<file path="config.mk">
export PLATFORM = sky130hd
export DESIGN_NAME = lsu_byte_master
export DESIGN_NICKNAME = d
export VERILOG_FILES = /design/src/rtl/lsu_byte_master.sv
export SDC_FILE = /design/constraint.sdc
export NUM_CORES = 1
export LEC_CHECK = 0
export ABC_AREA = 0
export BUFFER_PORTS_ARGS = -buffer_cell sky130_fd_sc_hd__buf_2
export CORE_UTILIZATION = 40
export DETAILED_ROUTE_END_ITERATION = 10
export PLACE_DENSITY = 0.74
export SLEW_MARGIN = 25
export SYNTH_ARGS = -nofsm -noshare
export SYNTH_HDL_FRONTEND = slang
export SYNTH_SLANG_ARGS = --single-unit
</file>
<file path="constraint.sdc">
create_clock -name clk -period 2.35 [get_ports clk]
set_input_delay 0.705 -clock clk [delete_from_list [all_inputs] [get_ports clk]]
set_output_delay 0.705 -clock clk [all_outputs]
set_load 0.01 [all_outputs]
</file>
<file path="src/rtl/lsu_byte_master.sv">
// lsu_byte_master: splits B/H/W loads and stores into little-endian
// byte accesses over a req/ack memory port, with load extension.
module lsu_byte_master #(
   parameter int XLEN   = 32,
   parameter int ADDR_W = 32
) (
   input  logic              clk,
   input  logic              rst,
   input  logic              req_valid,
   output logic              req_ready,
   input  logic              req_we,
   input  logic [1:0]        req_size,
   input  logic              req_unsigned,
   input  logic [ADDR_W-1:0] req_addr,
   input  logic [XLEN-1:0]   req_wdata,
   output logic              resp_valid,
   output logic              resp_err,
   output logic [XLEN-1:0]   resp_rdata,
   output logic              mem_req,
   output logic              mem_we,
   output logic [ADDR_W-1:0] mem_addr,
   output logic [7:0]        mem_wdata,
   input  logic              mem_ack,
   input  logic [7:0]        mem_rdata
);

   typedef enum logic [1:0] {
      S_IDLE,
      S_ACCESS,
      S_ERR,
      S_RESP
   } state_t;

   state_t            r_state;
   state_t            w_next;
   logic              r_we;
   logic              r_uns;
   logic              r_err;
   logic [1:0]        r_size;
   logic [1:0]        r_k;
   logic [ADDR_W-1:0] r_addr;
   logic [XLEN-1:0]   r_wdata;
   logic [XLEN-1:0]   r_rbuf;

   logic              w_accept;
   logic              w_bad;
   logic              w_last;
   logic              w_done;
   logic [7:0]        w_byte;
   logic [XLEN-1:0]   w_ext;

   assign w_accept = (r_state == S_IDLE) && req_valid;
   assign w_bad    = (req_size == 2'b11)
                   || ((req_size == 2'b01) && req_addr[0])
                   || ((req_size == 2'b10) && (req_addr[1:0] != 2'b00));
   assign w_last   = (r_size == 2'b00)
                   || ((r_size == 2'b01) && (r_k == 2'd1))
                   || (r_k == 2'd3);
   assign w_done   = (r_state == S_ACCESS) && mem_ack;
   assign w_byte   = r_wdata[{r_k, 3'b000} +: 8];

   always_ff @(posedge clk) begin
      if (rst) begin
         r_state <= S_IDLE;
      end else begin
         r_state <= w_next;
      end
   end

   always_comb begin
      w_next = r_state;
      unique case (r_state)
         S_IDLE:   if (req_valid) w_next = w_bad ? S_ERR : S_ACCESS;
         S_ACCESS: if (mem_ack && w_last) w_next = S_RESP;
         S_ERR:    w_next = S_RESP;
         S_RESP:   w_next = S_IDLE;
      endcase
   end

   always_ff @(posedge clk) begin
      if (rst) begin
         r_we    <= 1'b0;
         r_uns   <= 1'b0;
         r_err   <= 1'b0;
         r_size  <= 2'b00;
         r_k     <= 2'd0;
         r_addr  <= '0;
         r_wdata <= '0;
         r_rbuf  <= '0;
      end else if (w_accept) begin
         r_we    <= req_we;
         r_uns   <= req_unsigned;
         r_err   <= w_bad;
         r_size  <= req_size;
         r_k     <= 2'd0;
         r_addr  <= req_addr;
         r_wdata <= req_wdata;
         r_rbuf  <= '0;
      end else if (w_done) begin
         if (!r_we) r_rbuf[{r_k, 3'b000} +: 8] <= mem_rdata;
         if (!w_last) r_k <= r_k + 2'd1;
      end
   end

   // Extension is driven from the latched size; W passes through untouched.
   always_comb begin
      w_ext = r_rbuf;
      unique case (r_size)
         2'b00: w_ext = {{(XLEN-8){r_rbuf[7] & ~r_uns}}, r_rbuf[7:0]};
         2'b01: w_ext = {{(XLEN-16){r_rbuf[15] & ~r_uns}}, r_rbuf[15:0]};
         default: w_ext = r_rbuf;
      endcase
   end

   always_comb begin
      req_ready  = 1'b0;
      resp_valid = 1'b0;
      resp_err   = 1'b0;
      resp_rdata = '0;
      mem_req    = 1'b0;
      mem_we     = 1'b0;
      mem_addr   = '0;
      mem_wdata  = 8'h00;
      unique case (r_state)
         S_IDLE: req_ready = 1'b1;
         S_ACCESS: begin
            mem_req   = 1'b1;
            mem_we    = r_we;
            mem_addr  = r_addr + ADDR_W'(r_k);
            mem_wdata = w_byte;
         end
         S_ERR: ;
         S_RESP: begin
            resp_valid = 1'b1;
            resp_err   = r_err;
            if (!r_err && !r_we) resp_rdata = w_ext;
         end
      endcase
   end

endmodule

</file>
# Word-level counts from Yosys, hierarchy flattened
# Cells that the tools add are included.
# op_classes
muxes	15
bitwise_logic	5
add_sub_neg	3
eq_ne	11
shift	3
n_reduce_logical	20
# op_table
operator	n
2-to-1 mux 32 bit	3
one-hot mux 32 bit (2 select lines)	1
adder 32 x 2 -> 32 bit	1
bitwise mux 32 bit	1
variable shift 8 x 7 -> 32 bit (first input constant)	1
variable part select 32 x 6 -> 8 bit	1
variable part select 8 x 7 -> 32 bit	1
== test 2 bit (second input constant)	5
== test 2 x 1 -> 1 bit (second input constant)	4
2-to-1 mux 8 bit	1
one-hot mux 2 bit (4 select lines)	1
logical AND 1 bit	7
negation 5 -> 7 bit	1
2-to-1 mux 2 bit	3
AND reduction 2 bit	3
2-to-1 mux 1 bit	5
zero test 2 bit	2
logical OR 1 bit	4
inverter 1 bit	3
adder 2 x 1 -> 2 bit (second input constant)	1
AND 1 bit	2
zero test 1 bit	2
inequality test 2 x 1 -> 1 bit (second input constant)	1
inequality test 2 bit (second input constant)	1
2 further kinds	2
# totals
reg_bits	105
wordCells	66
output_inout_bits	77

# Longest topological paths before layout
# Gate-level depths: netlist of the first run.
# depth
word_depth	7
ltp_mapped	8
depth_no_buf	7

# Least setup slack after synthesis of the first run
# Ideal clock, no wire load.
# synth_timing
kind	register to output
start	register r_k[0]
end	output mem_addr[24]
slack_ns	-0.245
t_arrival_ns	1.890
t_required_ns	1.645
stages_incl_launch_ff	8
path_cell_list	dfxtp_1 > ha_1 > fa_1 > and4_1 > nand2_1 > nor4_2 > xor2_1 > and2_1
# synth_via
elab_chain_cells	2
# synth_rtl
element	line_no	text
start: declaration	40	logic [1:0] r_k;
start signal: assignment	101	if (!w_last) r_k <= r_k + 2'd1;
adder 32 x 2 -> 32 bit	129	mem_addr = r_addr + ADDR_W'(r_k);
2-to-1 mux 32 bit	124	unique case (r_state)
end: declaration	21	output logic [ADDR_W-1:0] mem_addr,
# Every way passes these cells.

# Worst setup path after layout of the first run
# layout_timing
start	register r_addr[1]
end	output mem_addr[21]
# layout_via
elab_chain_cells	2
# layout_rtl
element	line_no	text
start: declaration	41	logic [ADDR_W-1:0] r_addr;
start signal: assignment	96	r_addr <= req_addr;
adder 32 x 2 -> 32 bit	129	
2-to-1 mux 32 bit	124	
# Every way passes these cells.

==> impl_metrics.tcl, run 1 <==
set metrics [dict create \
    outcome "complete, but fails checks" \
    violations "negative setup slack" \
    fin_ws_ns -0.5053 \
    synth.area.top_cells "dfxtp_1, nand2_1, a21oi_1" \
    cts_root_buffer "clkbuf_16" \
    coreArea_um2 13240 \
    synth_common_cells "nand2_1, a21oi_1, dfxtp_1" \
    power_density_nw_per_um2 682.3 \
    cp.depth 9 \
    worstReg2RegEnd "r_rbuf[12]" \
    ctsHoldBuffers 0 \
    clock-sinks 105 \
    dpl.hpwl_mm 10.45 \
    fin_area_um2 7631 \
    slew_viol_final 0 \
    ys_ff_latch 105 \
    ant_nets 0 \
    cts_tree "built" \
    cp.required_ns 1.64 \
    crit_family "simple AND/OR/NAND/NOR gates" \
    finalCritPeriodShare 1.215 \
    leakage_nw 3.476 \
    yosysWarnings 0 \
    end_kind "output pin" \
    cap_violations 0 \
    grt_pass1_wl_mm 24.74 \
    critPathLaunch "r_addr[1]" \
    synthCells 712 \
    arrival_ns 2.15 \
    tightest_slew_ns 0.4826 \
    reg2reg_depth 8 \
    ys_seq_area_frac 0.3856 \
    worstPathMaxFanout 5 \
    placed_area_um2 6726 \
    critical_path_buf_inv_count 3 \
    syn2layout_area_growth_pct 39.98 \
    path_cells "ha_4 > a21o_1 > buf_6 > nand2_8 > buf_6 > nor4_4 > xor2_1 > and2_1 > buf_2" \
    dp_cells 1048 \
    die_area_um2 14100 \
    wl_per_cell_um 14.86 \
    port_buffers 156 \
    final_cells 1085 \
    clock_path_buffers 2 \
    grt_usage 0.2209 \
    clk_pin_slew_worst_paths_ns 0.07 \
    synth-edff-count 0 \
    synth_nets 805 \
    clock_skew_ns 0.007081 \
    antenna_found_initial 1 \
    nets 997 \
    synth-main-ff-cell "dfxtp_1" \
    min_path_type "flop to flop" \
    crit_top_cell "buf_6" \
    critPathSlowestCell "dfxtp_4" \
    synth_top_cell_area_share 0.3856 \
    finalSetupViolations 39 \
    grt_pass1_vias 5041 \
    fmax_mhz 350.2 \
    syn_avg_cell_area_um2 7.657 \
    drive_gt1_frac 0.3663 \
    critPathKind "flop to output pin" \
    period_needed_ns 2.855 \
    setup_tns_ns -12.03 \
    first_iter_violations 330 \
    drcViolationCount 0 \
    rsz0062_at_grt "yes" \
    numCtsBuffers 9 \
    grt_max_degree 73 \
    htree_levels 3 \
    drt_pass1_iterations 5 \
    antenna_cells 0 \
    yosys.area.top_type "dfxtp_1" \
    cp_slowest_stage_delay_ns 0.36 \
    via_count 5589 \
    hold_viol 0 \
    crit_end "mem_addr[21]" \
    io_pins 157 \
    yosys.cell_types.count 41 \
    peakVddDrop_uv 368.0 \
    start_util 0.4117 \
    timing.rr.start "r_k[1]" \
    synth_area_um2 5451 \
    routed_via_density 5.151 \
    rrSetupSlack_ns 0.29 \
    async_flop_share 0 \
    wl_mm 16.12 \
    relSlewSlack 0.6782 \
    overflow 0 \
    nFillCells 1204 \
    startpoint_type "flop" \
    clkLatencyLatePin_ns 0.35 \
    fp.dieW_um 118.7 \
    rows 42 \
    yosysMostFrequentCell "nand2_1" \
    fp.dieH_um 118.7 \
    gp_congestion 0.8373 \
]
-- worst reg2reg max path, stage by stage, from the launching register on --
cell	delay (ns)
dfxtp_2	0.38
buf_12	0.11
buf_4	0.23
inv_1	0.14
ha_1	0.38
nor3b_1	0.28
buf_4	0.21
nand3_1	0.10
a21oi_1	0.16
-- flip-flops by register name (all words and copies together) (netlist names) --
register	cells
r_we	1
r_wdata	32
r_uns	1
r_size	2
r_rbuf	32
r_err	1
r_addr	32
r_state	2
r_k	2
-- where the power goes --
group          internal [W]  total (W)  switching (W)
Clock              0.000716    0.00139       0.000673
Sequential          0.00204    0.00220       0.000162
Combinational      0.000636    0.00162       0.000984
Total               0.00339    0.00521        0.00182
-- metrics by stage --
stage | total power, W | setup WS (ns) | utilization | hold slack (ns)
2_1_floorplan | 0.003181 | -0.02594 | - | 0.4274
3_3_place_gp | 0.003714 | -0.1393 | 0.5079 | 0.4345
3_5_place_dp | 0.003753 | -0.1626 | 0.5079 | 0.4392
4_1_cts | 0.005164 | -0.4041 | 0.5518 | 0.4486
5_1_grt | 0.005525 | -0.6139 | 0.5762 | 0.4653
6_report | 0.005207 | -0.5053 | 0.5762 | 0.4472
-- layout by cell type (no fill, tap or decap), types with 5 or more instances in the layout --
cell       instances
nand2_4            5
xor2_1            16
and3_1             9
nor2_1             7
buf_4             50
and2_1            41
buf_2            151
nand3_1           37
mux4_2             8
nor4_4            12
buf_12             5
xnor2_1           11
buf_6             18
clkbuf_16          9
dfxtp_2           14
dfxtp_1           89
a21oi_2           17
nor3_1             5
o21ai_0           10
nand2_1          181
ha_1              10
inv_1             27
a21oi_1          110
-- how the worst min path moves through the flow --
stage / slack (ns) / depth (start not counted) / start / end
3_5_place_dp: 0.44 / 2 / r_rbuf[2] / r_rbuf[2]
5_1_grt: 0.47 / 2 / r_rbuf[0] / r_rbuf[0]
3_3_place_gp: 0.43 / 2 / r_rbuf[2] / r_rbuf[2]
4_1_cts: 0.45 / 2 / r_rbuf[1] / r_rbuf[1]
2_1_floorplan: 0.43 / 2 / r_rbuf[0] / r_rbuf[0]
6_report: 0.45 / 2 / r_rbuf[1] / r_rbuf[1]
-- metal layers --
layer / vias to the layer above / global-route usage / share of wire
met5: - / 0 / 0
met4: 0 / 0.07991 / 0.017
li1: 2771 / - / -
met1: 2625 / 0.2897 / 0.44
met3: 24 / 0.03764 / 0.052
met2: 169 / 0.3633 / 0.49
-- area by class of cell --
| type | count | area [um2] | area share |
|---|---|---|---|
| multi-input cells | 534 | 3438 | 0.4506 |
| flip-flops and latches | 105 | 2127 | 0.2787 |
| repair buffers | 227 | 1479 | 0.1938 |
| clock buffers | 11 | 232.7 | 0.03050 |
| well taps | 176 | 220.2 | 0.02886 |
| inverters | 27 | 101.3 | 0.01328 |
| clock inverters | 5 | 32.53 | 0.004263 |
-- kinds of logic after synthesis --
group / count (synthesis) / synth area share
simple gates: 334 / 0.3046
compound gates: 147 / 0.1400
flops: 105 / 0.3856
buf+inv: 73 / 0.05348
xor+xnor: 29 / 0.04659
fa+ha+maj: 13 / 0.03121
mux: 11 / 0.03856
-- repair_timing --
| action | 4_1_cts | 5_1_grt |
|---|---|---|
| setup buffers | 9 | 11 |
| pin swaps | 30 | 31 |
| gates resized for setup | 55 | 52 |
| hold endpoints to repair | 0 | 0 |
| gates cloned | 1 | 0 |
| endpoints found under the setup margin | 63 | 58 |
No activity file was read; power rests on OpenSTA's default activity.
==> inputs of run 2 (changes only) <==
--- a/config.mk
+++ b/config.mk
@@ -6,10 +6,10 @@
 export NUM_CORES = 1
 export LEC_CHECK = 0
 export ABC_AREA = 0
-export BUFFER_PORTS_ARGS = -buffer_cell sky130_fd_sc_hd__buf_2
 export CORE_UTILIZATION = 40
 export DETAILED_ROUTE_END_ITERATION = 10
-export PLACE_DENSITY = 0.74
+export DONT_BUFFER_PORTS = 1
+export PLACE_DENSITY = 0.63
 export SLEW_MARGIN = 25
 export SYNTH_ARGS = -nofsm -noshare
 export SYNTH_HDL_FRONTEND = slang
==> impl_metrics.tcl, run 2 (synthesized netlist as in run 1, its figures left out) <==
set metrics [dict create \
    outcome "complete, but fails checks" \
    violations "negative setup slack" \
    hold_end "r_addr[8]" \
    finalSetupViolations 31 \
    routed_via_density 5.372 \
    clock_path_buffers 2 \
    arrival_ns 1.99 \
    grt_max_degree 74 \
    holdPathStages 1 \
    fin_ws_ns -0.3500 \
    reg2reg_depth 9 \
    port_buffers 0 \
    nets 848 \
    grt_pass1_wl_mm 24.38 \
    drive_gt1_frac 0.2750 \
    period_needed_ns 2.700 \
    layout_commonest_cell "nand2_1" \
    peakVddDrop_uv 387.6 \
    pwr-share-comb 0.297 \
    numCtsBuffers 9 \
    cts_tree "built" \
    relSlewSlack 0.6028 \
    dpl.hpwl_mm 10.74 \
    pre_cts_slack_ns -0.1156 \
    clk_pin_slew_worst_paths_ns 0.07 \
    cp.required_ns 1.64 \
    end_kind "output pin" \
    p_sw_w 0.001753 \
    mostFrequentLayoutCells "nand2_1, a21oi_1, dfxtp_1, buf_4, and2_4" \
    startpoint_type "flop" \
    drcViolationCount 0 \
    finalCritPeriodShare 1.149 \
    fmax_mhz 370.4 \
    timing.hold.ws_ns 0.4148 \
    fp.dieW_um 118.7 \
    cap_violations 0 \
    power_frac_seq 0.429 \
    cts_root_buffer "clkbuf_16" \
    clkLatencyLatePin_ns 0.35 \
    grt_pass1_vias 4834 \
    wl_mm 15.42 \
    first_iter_violations 267 \
    htree_levels 3 \
    rsz0062_at_grt "yes" \
    fin_area_um2 6950 \
    rows 42 \
    leakage_nw 2.794 \
    via_count 5034 \
    worstReg2RegEnd "r_rbuf[27]" \
    slew_viol_final 0 \
    clock-sinks 105 \
    overflow 0 \
    antenna_found_initial 1 \
    swShare 0.3421 \
    gp_congestion 0.8743 \
    wl_per_cell_um 16.46 \
    hold_viol 0 \
    ant_nets 0 \
    critPathKind "flop to output pin" \
    rrSetupSlack_ns 0.47 \
    grt_usage 0.2176 \
    hp-start "rst" \
    clock_skew_ns 0.008410 \
    p_int_w 0.003371 \
    ctsHoldBuffers 0 \
    setup_tns_ns -6.625 \
    power_density_nw_per_um2 737.3 \
    reg.largest.list "r_addr (32), r_rbuf (32), r_wdata (32)" \
    die_area_um2 14100 \
    io_pins 157 \
    timing.rr.start "r_state[1]" \
    tightest_slew_ns 0.5958 \
    min_path_type "primary input to flop" \
    coreArea_um2 13240 \
    syn2layout_area_growth_pct 27.50 \
    start_util 0.4117 \
    placed_area_um2 6053 \
    drt_pass1_iterations 5 \
    p_clk_frac 0.274 \
    finalPower_w 0.005124 \
    worstPathMaxFanout 4 \
    fp.dieH_um 118.7 \
]
[run 2: worst max-delay path by stage]
stage               from            to  depth (start not counted)
2_1_floorplan     r_k[0]  mem_addr[28]                          7
3_3_place_gp   r_addr[0]  mem_addr[28]                          7
3_5_place_dp   r_addr[0]  mem_addr[14]                          7
4_1_cts           r_k[1]  mem_addr[29]                          7
5_1_grt        r_addr[0]  mem_addr[16]                          7
6_report       r_addr[0]  mem_addr[16]                          7
[run 2: layout make-up]
cell class	instances	area, um2
well taps	176	220.2
repair buffers	78	700.7
multi-input cells	534	3527
clock buffers	13	250.2
clock inverters	3	17.52
diodes	1	2.502
flip-flops and latches	105	2131
fillers	1239	6292
inverters	27	101.3
[run 2: power groups by stage]
stage	clock network (W)	logic, W	registers [W]
floorplan	0	0.000976	0.00221
global placement	0	0.00136	0.00220
detailed placement	0	0.00141	0.00222
CTS	0.00143	0.00148	0.00219
global route	0.00152	0.00168	0.00223
finish	0.00140	0.00152	0.00220
[run 2: what timing repair did]
action | 4_1_cts | 5_1_grt
setup endpoints to repair | 57 | 53
pin swaps | 39 | 58
resized for setup | 74 | 52
gates cloned | 1 | 0
setup buffers | 11 | 7
[run 2: metal layers]
layer / global-route usage / vias to the layer above / routed length, um
met2: 0.3611 / 150 / 7521
li1: - / 2467 / -
met3: 0.05309 / 24 / 954
met5: 0 / - / 0
met4: 0.08149 / 0 / 320
met1: 0.2716 / 2393 / 6623
[run 2: per-stage QoR]
| stage | instances | util |
|---|---|---|
| 2_1_floorplan | 712 | - |
| 3_3_place_gp | 903 | 0.4571 |
| 3_5_place_dp | 903 | 0.4571 |
| 4_1_cts | 930 | 0.5052 |
| 5_1_grt | 936 | 0.5247 |
| 6_report | 937 | 0.5248 |
[run 2: critical path, cell delays in order, from the launching register on]
cell	delay (ns)
dfxtp_2	0.35
ha_4	0.15
fa_2	0.22
and4_4	0.28
nand2_1	0.10
nor3_2	0.17
xor2_1	0.20
and2_4	0.18
==> inputs of run 3 (changes only) <==
--- a/config.mk
+++ b/config.mk
@@ -5,11 +5,11 @@
 export SDC_FILE = /design/constraint.sdc
 export NUM_CORES = 1
 export LEC_CHECK = 0
-export ABC_AREA = 0
 export CORE_UTILIZATION = 40
 export DETAILED_ROUTE_END_ITERATION = 10
 export DONT_BUFFER_PORTS = 1
 export PLACE_DENSITY = 0.63
+export RECOVER_POWER = 100
 export SLEW_MARGIN = 25
 export SYNTH_ARGS = -nofsm -noshare
 export SYNTH_HDL_FRONTEND = slang
==> impl_metrics.tcl, run 3 (synthesized netlist as in run 1, its figures left out) <==
set metrics [dict create \
    outcome "complete, but fails checks" \
    violations "negative setup slack" \
    power_frac_seq 0.433 \
    coreArea_um2 13240 \
    fp.dieH_um 118.7 \
    ant_nets 0 \
    overflow 0 \
    rsz0062_at_grt "yes" \
    cts_tree "built" \
    crit_family "simple AND/OR/NAND/NOR gates" \
    wl_per_cell_um 16.46 \
    drive_gt1_frac 0.2671 \
    antenna_found_initial 1 \
    cp_slowest_stage_delay_ns 0.35 \
    cap_violations 0 \
    fp.dieW_um 118.7 \
    finalSetupViolations 39 \
    mostFrequentLayoutCells "nand2_1, a21oi_1, dfxtp_1, buf_4, and2_4" \
    critPathSlowestCell "dfxtp_2" \
    layout_commonest_cell "nand2_1" \
    hold_end "r_addr[8]" \
    ctsHoldBuffers 0 \
    holdPathStages 1 \
    grt_pass1_vias 4834 \
    start_util 0.4117 \
    hold_viol 0 \
    pwr-share-comb 0.292 \
    relSlewSlack 0.5522 \
    fin_ws_ns -0.3458 \
    clkLatencyLatePin_ns 0.35 \
    rrSetupSlack_ns 0 \
    critPathKind "flop to output pin" \
    reg2reg_depth 9 \
    timing.hold.ws_ns 0.4120 \
    port_buffers 0 \
    dpl.hpwl_mm 10.74 \
    timing.rr.start "r_state[1]" \
    pre_cts_slack_ns -0.1156 \
    slew_viol_final 0 \
    path_cells "ha_4 > fa_2 > and4_4 > nand2_1 > nor3_2 > xor2_1 > and2_4" \
    arrival_ns 1.99 \
    rows 42 \
    die_area_um2 14100 \
    multi_input_area_um2 3521 \
    grt_pass1_wl_mm 24.38 \
    grt_usage 0.2176 \
    wl_mm 15.43 \
    critical_path_buf_inv_count 0 \
    cts_root_buffer "clkbuf_16" \
    worstReg2RegEnd "r_rbuf[14]" \
    finalPower_w 0.005072 \
    final-seq-area_um2 2130 \
    worstPathMaxFanout 4 \
    drt_pass1_iterations 5 \
    nFillCells 1245 \
    end_kind "output pin" \
    period_needed_ns 2.696 \
    numCtsBuffers 9 \
    syn2layout_area_growth_pct 26.81 \
    io_pins 157 \
    hp-start "rst" \
    first_iter_violations 278 \
    fin_area_um2 6913 \
    p_clk_frac 0.275 \
    gp_congestion 0.8743 \
    htree_levels 3 \
    min_path_type "primary input to flop" \
    routed_via_density 5.397 \
    startpoint_type "flop" \
    fmax_mhz 370.9 \
    clock-sinks 105 \
    clk_pin_slew_worst_paths_ns 0.07 \
    swShare 0.3424 \
    power_density_nw_per_um2 733.7 \
    finalCritPeriodShare 1.147 \
    nets 848 \
    placed_area_um2 6053 \
    clock_skew_ns 0.009613 \
    p_sw_w 0.001737 \
    leakage_nw 2.776 \
    reg.largest.list "r_addr (32), r_rbuf (32), r_wdata (32)" \
    setup_tns_ns -6.869 \
    grt_max_degree 74 \
    drcViolationCount 0 \
    cp.required_ns 1.64 \
    peakVddDrop_uv 387.9 \
    p_int_w 0.003336 \
    via_count 5057 \
    clock_path_buffers 2 \
    tightest_slew_ns 0.6717 \
]
==> run 3: how the worst max path moves through the flow <==
stage | startpoint | end | cells after the start
after floorplan | r_k[0] | mem_addr[28] | 7
after global placement | r_addr[0] | mem_addr[28] | 7
after global routing | r_addr[0] | mem_addr[16] | 7
after detailed placement | r_addr[0] | mem_addr[14] | 7
final | r_addr[0] | mem_addr[16] | 7
after CTS | r_k[1] | mem_addr[29] | 7
==> run 3: area by class of cell <==
| type | instances | area share |
|---|---|---|
| Timing Repair Buffer | 78 | 0.09701 |
| Multi-Input combinational cell | 534 | 0.5093 |
| Clock buffer | 13 | 0.03620 |
| Sequential cell | 105 | 0.3081 |
| Tap cell | 176 | 0.03186 |
| Antenna cell | 1 | 0.0003620 |
| Clock inverter | 3 | 0.002534 |
| Inverter | 27 | 0.01466 |
==> run 3: repair_timing <==
| action | CTS | global route |
|---|---|---|
| buffers inserted | 11 | 7 |
| gates cloned | 1 | 0 |
| resized for setup | 74 | 52 |
| endpoints found under the setup margin | 57 | 53 |
| pin swaps | 39 | 58 |
==> run 3: metrics by stage <==
step | cells | util
4_1_cts | 930 | 0.5052
5_1_grt | 936 | 0.5218
3_3_place_gp | 903 | 0.4571
3_5_place_dp | 903 | 0.4571
6_report | 937 | 0.5220
2_1_floorplan | 712 | -
==> run 3: power by group through the flow <==
stage	sequential [W]	combinational (W)	clock [W]
global placement	0.00220	0.00136	0
CTS	0.00219	0.00148	0.00143
finish	0.00220	0.00148	0.00140
global route	0.00223	0.00164	0.00152
floorplan	0.00221	0.000976	0
detailed placement	0.00222	0.00141	0
==> run 3: metal layers <==
layer	up-vias	track usage	share of wire	wire, um
li1	2466	-	-	-
met1	2411	0.2716	0.43	6599
met3	18	0.05309	0.067	1030
met5	-	0	0	0
met2	162	0.3611	0.49	7525
met4	0	0.08149	0.018	271
